File: config.mk
export PLATFORM = sky130hd
export DESIGN_NAME = fm_modulator
export DESIGN_NICKNAME = d
export VERILOG_FILES = /design/src/rtl/fm_pkg.sv /design/src/rtl/sine_rom.sv /design/src/rtl/fm_modulator.sv
export SDC_FILE = /design/constraint.sdc
export NUM_CORES = 1
export LEC_CHECK = 0
export CAP_MARGIN = 20
export CORE_MARGIN = 1
export CORE_UTILIZATION = 50
export CTS_CLUSTER_SIZE = 14
export DETAILED_ROUTE_END_ITERATION = 7
export PLACE_DENSITY = 0.78
export REMOVE_ABC_BUFFERS = 1
export SETUP_SLACK_MARGIN = 0.05
export SLEW_MARGIN = 10
export SYNTH_ARGS = -nofsm -noshare
export SYNTH_HDL_FRONTEND = slang
export SYNTH_HIERARCHICAL = 1
export SYNTH_SLANG_ARGS = --single-unit
File: constraint.sdc
create_clock -name clk -period 2.57 [get_ports clk]
set_input_delay 0.514 -clock clk [delete_from_list [all_inputs] [get_ports clk]]
set_output_delay 0.514 -clock clk [all_outputs]
set_load 0.01 [all_outputs]
File: src/rtl/fm_pkg.sv
`default_nettype none
// ============================================================================
// Module      : fm_pkg
// Description : Shared constants and quarter-wave sine table generator for the
//               FM transmit path.
// Revision    : 1.0 - initial release
// ============================================================================
package fm_pkg;

    localparam int          LUT_ADDR_W         = 10;
    localparam int          ROM_W              = 7;
    localparam int          ROM_DEPTH          = 2 ** (LUT_ADDR_W - 2);
    localparam logic [23:0] CENTER_FCW_DEFAULT = 24'h200000;
    localparam longint      C_PI_Q30           = 64'sd3373259426;

    // Elaboration-time round(127*sin(2*pi*(m+0.5)/1024)) using a Q30 Taylor series.
    function automatic logic [ROM_W-1:0] quarter_sine(input int m);
        longint x;
        longint x2;
        longint term;
        longint acc;
        x    = (longint'(2 * m + 1) * C_PI_Q30) / 64'sd1024;
        x2   = (x * x) >>> 30;
        term = x;
        acc  = x;
        for (int n = 1; n <= 9; n++) begin
            term = -(((term * x2) >>> 30) / longint'((2 * n) * (2 * n + 1)));
            acc  = acc + term;
        end
        return ROM_W'((acc * 64'sd127 + 64'sd536870912) >>> 30);
    endfunction

endpackage
`default_nettype wire

File: src/rtl/sine_rom.sv
`default_nettype none
// ============================================================================
// Module      : sine_rom
// Description : 256-entry quarter-wave sine table with registered output.
// Revision    : 1.0 - initial release
// ============================================================================
module sine_rom
    import fm_pkg::*;
(
    input  logic                    clk,
    input  logic [LUT_ADDR_W-3:0]   i_addr,
    output logic [ROM_W-1:0]        o_data
);

    logic [ROM_DEPTH-1:0][ROM_W-1:0] w_table;

    for (genvar gi = 0; gi < ROM_DEPTH; gi++) begin : g_table
        localparam logic [ROM_W-1:0] C_ENTRY = quarter_sine(gi);
        assign w_table[gi] = C_ENTRY;
    end

    always_ff @(posedge clk) begin
        o_data <= w_table[i_addr];
    end

endmodule
`default_nettype wire

File: src/rtl/fm_modulator.sv
`default_nettype none
// ============================================================================
// Module      : fm_modulator
// Description : NCO-based FM modulator: sample-and-hold baseband, frequency
//               word, phase accumulator and quarter-wave sine lookup.
// Revision    : 1.0 - initial release
// ============================================================================
module fm_modulator
    import fm_pkg::*;
#(
    parameter int                 PHASE_W    = 24,
    parameter logic [PHASE_W-1:0] CENTER_FCW = PHASE_W'(CENTER_FCW_DEFAULT),
    parameter int                 DEV_SHIFT  = 4
) (
    input  logic              clk,
    input  logic              reset,
    input  logic signed [11:0] din,
    input  logic              din_valid,
    output logic signed [7:0] fmout,
    output logic              fmout_valid
);

    localparam int DIN_W = 12;
    localparam int IDX_W = LUT_ADDR_W - 2;

    logic signed [DIN_W-1:0]   r_hold;
    logic [PHASE_W-1:0]        r_fcw;
    logic [PHASE_W-1:0]        r_phase;
    logic                      r_neg;
    logic [4:0]                r_valid_pipe;
    logic signed [7:0]         r_fmout;

    logic [PHASE_W-1:0]        w_dev;
    logic [LUT_ADDR_W-1:0]     w_lut_addr;
    logic [IDX_W-1:0]          w_rom_addr;
    logic [ROM_W-1:0]          w_rom_data;
    logic [7:0]                w_mag;

    assign w_dev      = {{(PHASE_W - DIN_W){r_hold[DIN_W-1]}}, r_hold} << DEV_SHIFT;
    assign w_lut_addr = r_phase[PHASE_W-1 -: LUT_ADDR_W];
    // Odd quadrants walk the quarter table backwards: 255-k is simply ~k.
    assign w_rom_addr = w_lut_addr[IDX_W] ? ~w_lut_addr[IDX_W-1:0] : w_lut_addr[IDX_W-1:0];
    assign w_mag      = {1'b0, w_rom_data};

    sine_rom u_sine_rom (
        .clk    (clk),
        .i_addr (w_rom_addr),
        .o_data (w_rom_data)
    );

    always_ff @(posedge clk) begin
        if (reset) begin
            r_hold       <= '0;
            r_fcw        <= CENTER_FCW;
            r_phase      <= '0;
            r_neg        <= 1'b0;
            r_valid_pipe <= '0;
            r_fmout      <= '0;
        end else begin
            if (din_valid) begin
                r_hold <= din;
            end
            r_fcw        <= CENTER_FCW + w_dev;
            r_phase      <= r_phase + r_fcw;
            r_neg        <= w_lut_addr[LUT_ADDR_W-1];
            r_valid_pipe <= {r_valid_pipe[3:0], 1'b1};
            // The ROM register has no reset, so its first post-reset word is discarded.
            if (r_valid_pipe[0]) begin
                r_fmout <= r_neg ? 8'(-w_mag) : w_mag;
            end else begin
                r_fmout <= '0;
            end
        end
    end

    assign fmout       = r_fmout;
    assign fmout_valid = r_valid_pipe[4];

endmodule
`default_nettype wire

**Word-level counts from Yosys, hierarchy flattened**

Memories as Yosys holds them, arrays and structs flattened. A register that Yosys moved wholly into a read port is not among the register bits.
Cells that the tools add are included.

- Memories: 1
- Memory bits (read-only): 1,792
- Word-level logic and storage cells: 20
- Bits in registers: 74
- Output and inout port bits: 9

Memories:

| memory | words | bits a word | read ports | clocked after Yosys merged registers in | wr ports | RTL line | source |
|---|---|---|---|---|---|---|---|
| (no name shown) | 256 | 7 | 1 | 1 | 0 | sine_rom.sv:23 | `o_data <= w_table[i_addr];` |

- Mux-type cells: 3
- Bitwise operators: 3
- Add/subtract/negate cells: 3
- Reduce and logical (&&, ||, !) cells: 2

Operator list:

| cell | number |
|---|---|
| $add A23 B16 Y24 const A | 1 |
| $add A24 B24 Y24 | 1 |
| $mux W8 | 1 |
| $neg A7 Y8 | 1 |
| $not A8 Y8 | 1 |
| $mux W7 | 1 |
| $reduce_or A3 Y1 | 1 |
| $not A1 Y1 | 2 |
| $reduce_or A2 Y1 | 1 |
| $mux W1 | 1 |

**Logic depth before layout (Yosys ltp)**

- Depth after elaboration: 2
- Depth in mapped cells: 10
- Mapped depth without buffers: 9

**Hierarchy**

Netlist, hierarchy kept.

Modules (own cells, without submodules):

| module | area each (um2) | cells an instance | instances |
|---|---|---|---|
| fm_modulator | 2,757.6 | 288 | 1 |
| sine_rom | 1,472.7 | 206 | 1 |

**Worst setup path after synthesis**

No wires, ideal clock.

- Path kind: reg-to-reg
- Start: register r_phase[22]
- End: register u_sine_rom.o_data[0]
- Slack: -0.040 ns
- Cell stages (with the launch flop): 10
- Arrival time: 2.476 ns
- Library setup time: 0.134 ns
- Buffers on the path: 2
- Required time: 2.436 ns
- Cells stage by stage: dfxtp_1 buf_4 xor2_1 buf_4 inv_1 ha_1 mux2_4 a211oi_2 o31ai_1 or4_1

- Word-level cells in the longest chain between the ends: 1

Ends and longest elaborated chain:

| item | RTL line | source |
|---|---|---|
| start: declaration | fm_modulator.sv:28 | `logic [PHASE_W-1:0] r_phase;` |
| start signal: assignment | fm_modulator.sv:64 | `r_phase <= r_phase + r_fcw;` |
| $mux W8 | fm_modulator.sv:42 | `assign w_rom_addr = w_lut_addr[IDX_W] ? ~w_lut_addr[IDX_W-1:0] : w_lut_addr[IDX_W-1:0];` |
| via w_rom_addr[1] | fm_modulator.sv:35 | `logic [IDX_W-1:0] w_rom_addr;` |
| end: declaration | sine_rom.sv:12 | `output logic [ROM_W-1:0] o_data` |

The timed path passes the listed nets, and every way through them passes these cells.
A chain may end at the register's enable or synchronous reset.

**Final worst setup path**

Ends and elaborated chain as after synthesis.

==> impl_results.md <==
- Worst setup margin: 0.1797 ns
- Critical path, cell by cell: buf_4 -> xor2_4 -> buf_4 -> mux2i_1 -> mux4_2 -> nor3_1 -> or4_1
- Crit. End Element: register
- Fillers: 697
- Distinct cells, synth: 77
- Status: finished, final reports clean
- Die Y: 93.98 µm
- Post-Syn Area per Cell: 8.563 µm²
- Most common cell on crit path: buf_4
- Final Hold Viols: 0
- EDFF count, synth: 0
- Worst Path Arrival: 2.61 ns
- Max IR drop VDD: 0.0002921 V
- Largest net degree at the start of global routing: 41
- Most common cell after layout, fill and taps aside: dfxtp_1
- Min cycle time layout: 2.390 ns
- DRT iter0 DRCs: 263
- Vias in the first global route: 3483
- Power density over the cells: 704.7 mW/mm²
- Seq pwr share: 35.8%
- Top FF cell, synth: dfxtp_1
- GRT overflow: 0
- Total core area: 0.008217 mm²
- Placed cell area: 0.004617 mm²
- Hold Path Origin: r_valid_pipe[2]
- Sink Count: 66
- Chip Width: 93.98 µm
- Met3 routed WL: 588 µm
- Pre-CTS setup slack: 0.1026 ns
- Avg Vias per Cell: 5.886
- Number of buffers added for setup after CTS: 0
- CP Class: register to register
- Root buf cell: clkbuf_8
- CP max stage delay: 0.47 ns
- Starting density of the core: 51.48%
- Startpoint Class: register
- Worst setup startpoint: r_phase[22]
- Ant diodes: 0
- Cell Int Power: 2.092 mW
- Wire per inst: 15.62 µm
- Synth Instances: 494
- Crit-path slowest cell: or4_1
- Synth Register Bits: 66
- Antenna violations before repair: 0
- Slew Limit Fails: 0
- Pre-Repair DR Iteration Count: 4
- Placer Congestion: 0.9760
- Clock latency on the worst-skew pair: 0.34 ns
- Combinational share of power: 41.0%
- Overall die area: 0.008832 mm²
- Lkg Pwr: 1.940 nW
- Sequential cell area: 0.001321 mm²
- DRC: 0
- Max-slew headroom: 68.41%
- DR WL met2: 4372 µm
- Synthesis Warnings: 6
- Layout overhead on the synthesized area: 13.64%
- Antenna viol nets, final: 0
- Total of max-cap violations: 0
- Number of buffers added on ports: 23
- DR vias: 3702
- Seq/Total Area, Yosys: 31.23%
- Met1 Routed Length: 4589 µm
- CTS tree: built
- Finished Layout Cells: 629
- Critical Path RT: 2.79 ns
- Slew @ Worst Pin: 0.4678 ns
- Hold crit path type: register to register
- H-tree Lvls: 3
- # rows: 33
- RSZ-0062 raised after global routing: no
- Fin area: 0.004807 mm²
- Clock transition at the registers of the reported paths: 0.08 ns
- First-pass GRT wire length: 16120 µm
- Layout Nets: 562
- Area of the multi-input gates: 0.002690 mm²
- Clock buffer depth: 2
- Cells after DPL: 613
- # setup viols final: 0
- Layout cells sized above 1: 11.83%
- Tcrit/Tclk final: 93.01%
- Total wire length after detailed routing: 9825 µm
- Fmax: 0.4184 GHz
- Most frequent cells in the layout: 66 x dfxtp_1, 51 x nor2_1, 34 x a21oi_1
- Inserted Clock Buffers: 9
- DR top layer: met4
- Synth Cell Area: 0.004230 mm²
- Critical Path Fanout Max: 15
- Skew final: 0.006694 ns
- Post-synth ARST share: 0%
- Crit Reg-Reg Startpoint: r_phase[22]
- Clk pwr share: 23.2%
- Dpl hpwl: 7037 µm
- CTS Hold Bufs: 0
- NetSw: 1.296 mW
- Aggregate global-route resource usage: 23.27%
- Sw frac: 38.25%
- # IOs: 24
-- cell usage after synthesis, types with 5 or more instances --
master	instances	share of area [%]
dfxtp_1	66	31
nor2_1	51	4.5
a21oi_1	34	4.0
nor2b_1	31	4.6
nand2_1	28	2.5
ha_1	27	8.0
o21ai_0	24	2.8
xor2_1	19	3.9
inv_1	16	1.4
mux2i_1	15	3.5
nand2b_1	10	1.5
buf_2	9	1.1
clkbuf_1	9	0.80
nor3_1	9	1.1
o211ai_1	7	1.2
a211oi_1	6	1.1
nand4_1	6	0.89
xnor2_1	6	1.2
buf_6	5	1.3
nand3_1	5	0.59
o21a_1	5	0.89
-- through the flow --
stage,hold slack (ns),total power [mW],TNS [ns],util [%]
2_1_floorplan,0.4138,2.133,-8.810,-
3_3_place_gp,0.4272,2.577,0,56.19
3_5_place_dp,0.4364,2.589,0,56.19
4_1_cts,0.4528,3.378,0,58.34
5_1_grt,0.4640,3.589,0,58.50
6_report,0.4464,3.388,0,58.50
-- final timing paths --
path / to / cells after the start / slack (ns)
max: u_sine_rom/o_data[0] / 7 / 0.18
min: r_valid_pipe[3] / 1 / 0.45
max reg2reg: u_sine_rom/o_data[0] / 7 / 0.18
min reg2reg: r_valid_pipe[3] / 1 / 0.45
-- worst max-delay path: cells and delay by family, from the launching register on --
| family | cells | cell delay, ns |
|---|---|---|
| buffers and inverters | 2 | 0.50 |
| AND/OR/NAND/NOR | 2 | 0.51 |
| flip-flops | 1 | 0.38 |
| XOR/XNOR | 1 | 0.44 |
| multiplexers | 2 | 0.44 |
-- layout make-up --
class	instances	share of cell area (%)
Multi-Input combinational cell	379	55.96
Sequential cell	66	27.49
Timing Repair Buffer	43	8.589
Tap cell	105	2.733
Clock buffer	9	2.577
Inverter	20	1.562
Clock inverter	7	1.093
-- registers in the layout (all words and copies together) (netlist names) --
register	flops
u_sine_rom/o_data	7
r_valid_pipe	5
r_fcw	13
r_hold	12
fmout	8
r_phase	20
r_neg	1
-- metal layers --
metal / global-route usage (%) / vias to the layer above
li1: - / 1828
met1: 31.10 / 1691
met2: 36.31 / 149
met3: 4.450 / 34
met4: 10.00 / 0
met5: 0 / -
-- kinds of logic after synthesis --
family	count (synthesis)	synth area share (%)
AOI/OAI and AO/OA	137	22.69
xor gates and xnor gates	25	5.176
adders and majority gates	29	8.725
buffers and inverters	49	6.300
DFF	66	31.23
muxes	23	6.122
and+or+nand+nor	165	19.76
-- power groups by stage --
stage | clock (mW) | combinational (mW) | sequential [mW]
2_1_floorplan | 0 | 0.907 | 1.23
3_3_place_gp | 0 | 1.34 | 1.23
3_5_place_dp | 0 | 1.35 | 1.24
4_1_cts | 0.808 | 1.36 | 1.21
5_1_grt | 0.849 | 1.52 | 1.22
6_report | 0.786 | 1.39 | 1.21
-- repair_timing --
action	CTS	global route
resized for setup	0	2
hold endpoints to repair	0	0
setup endpoints to repair	0	3
(Power assumes the default switching activity.)
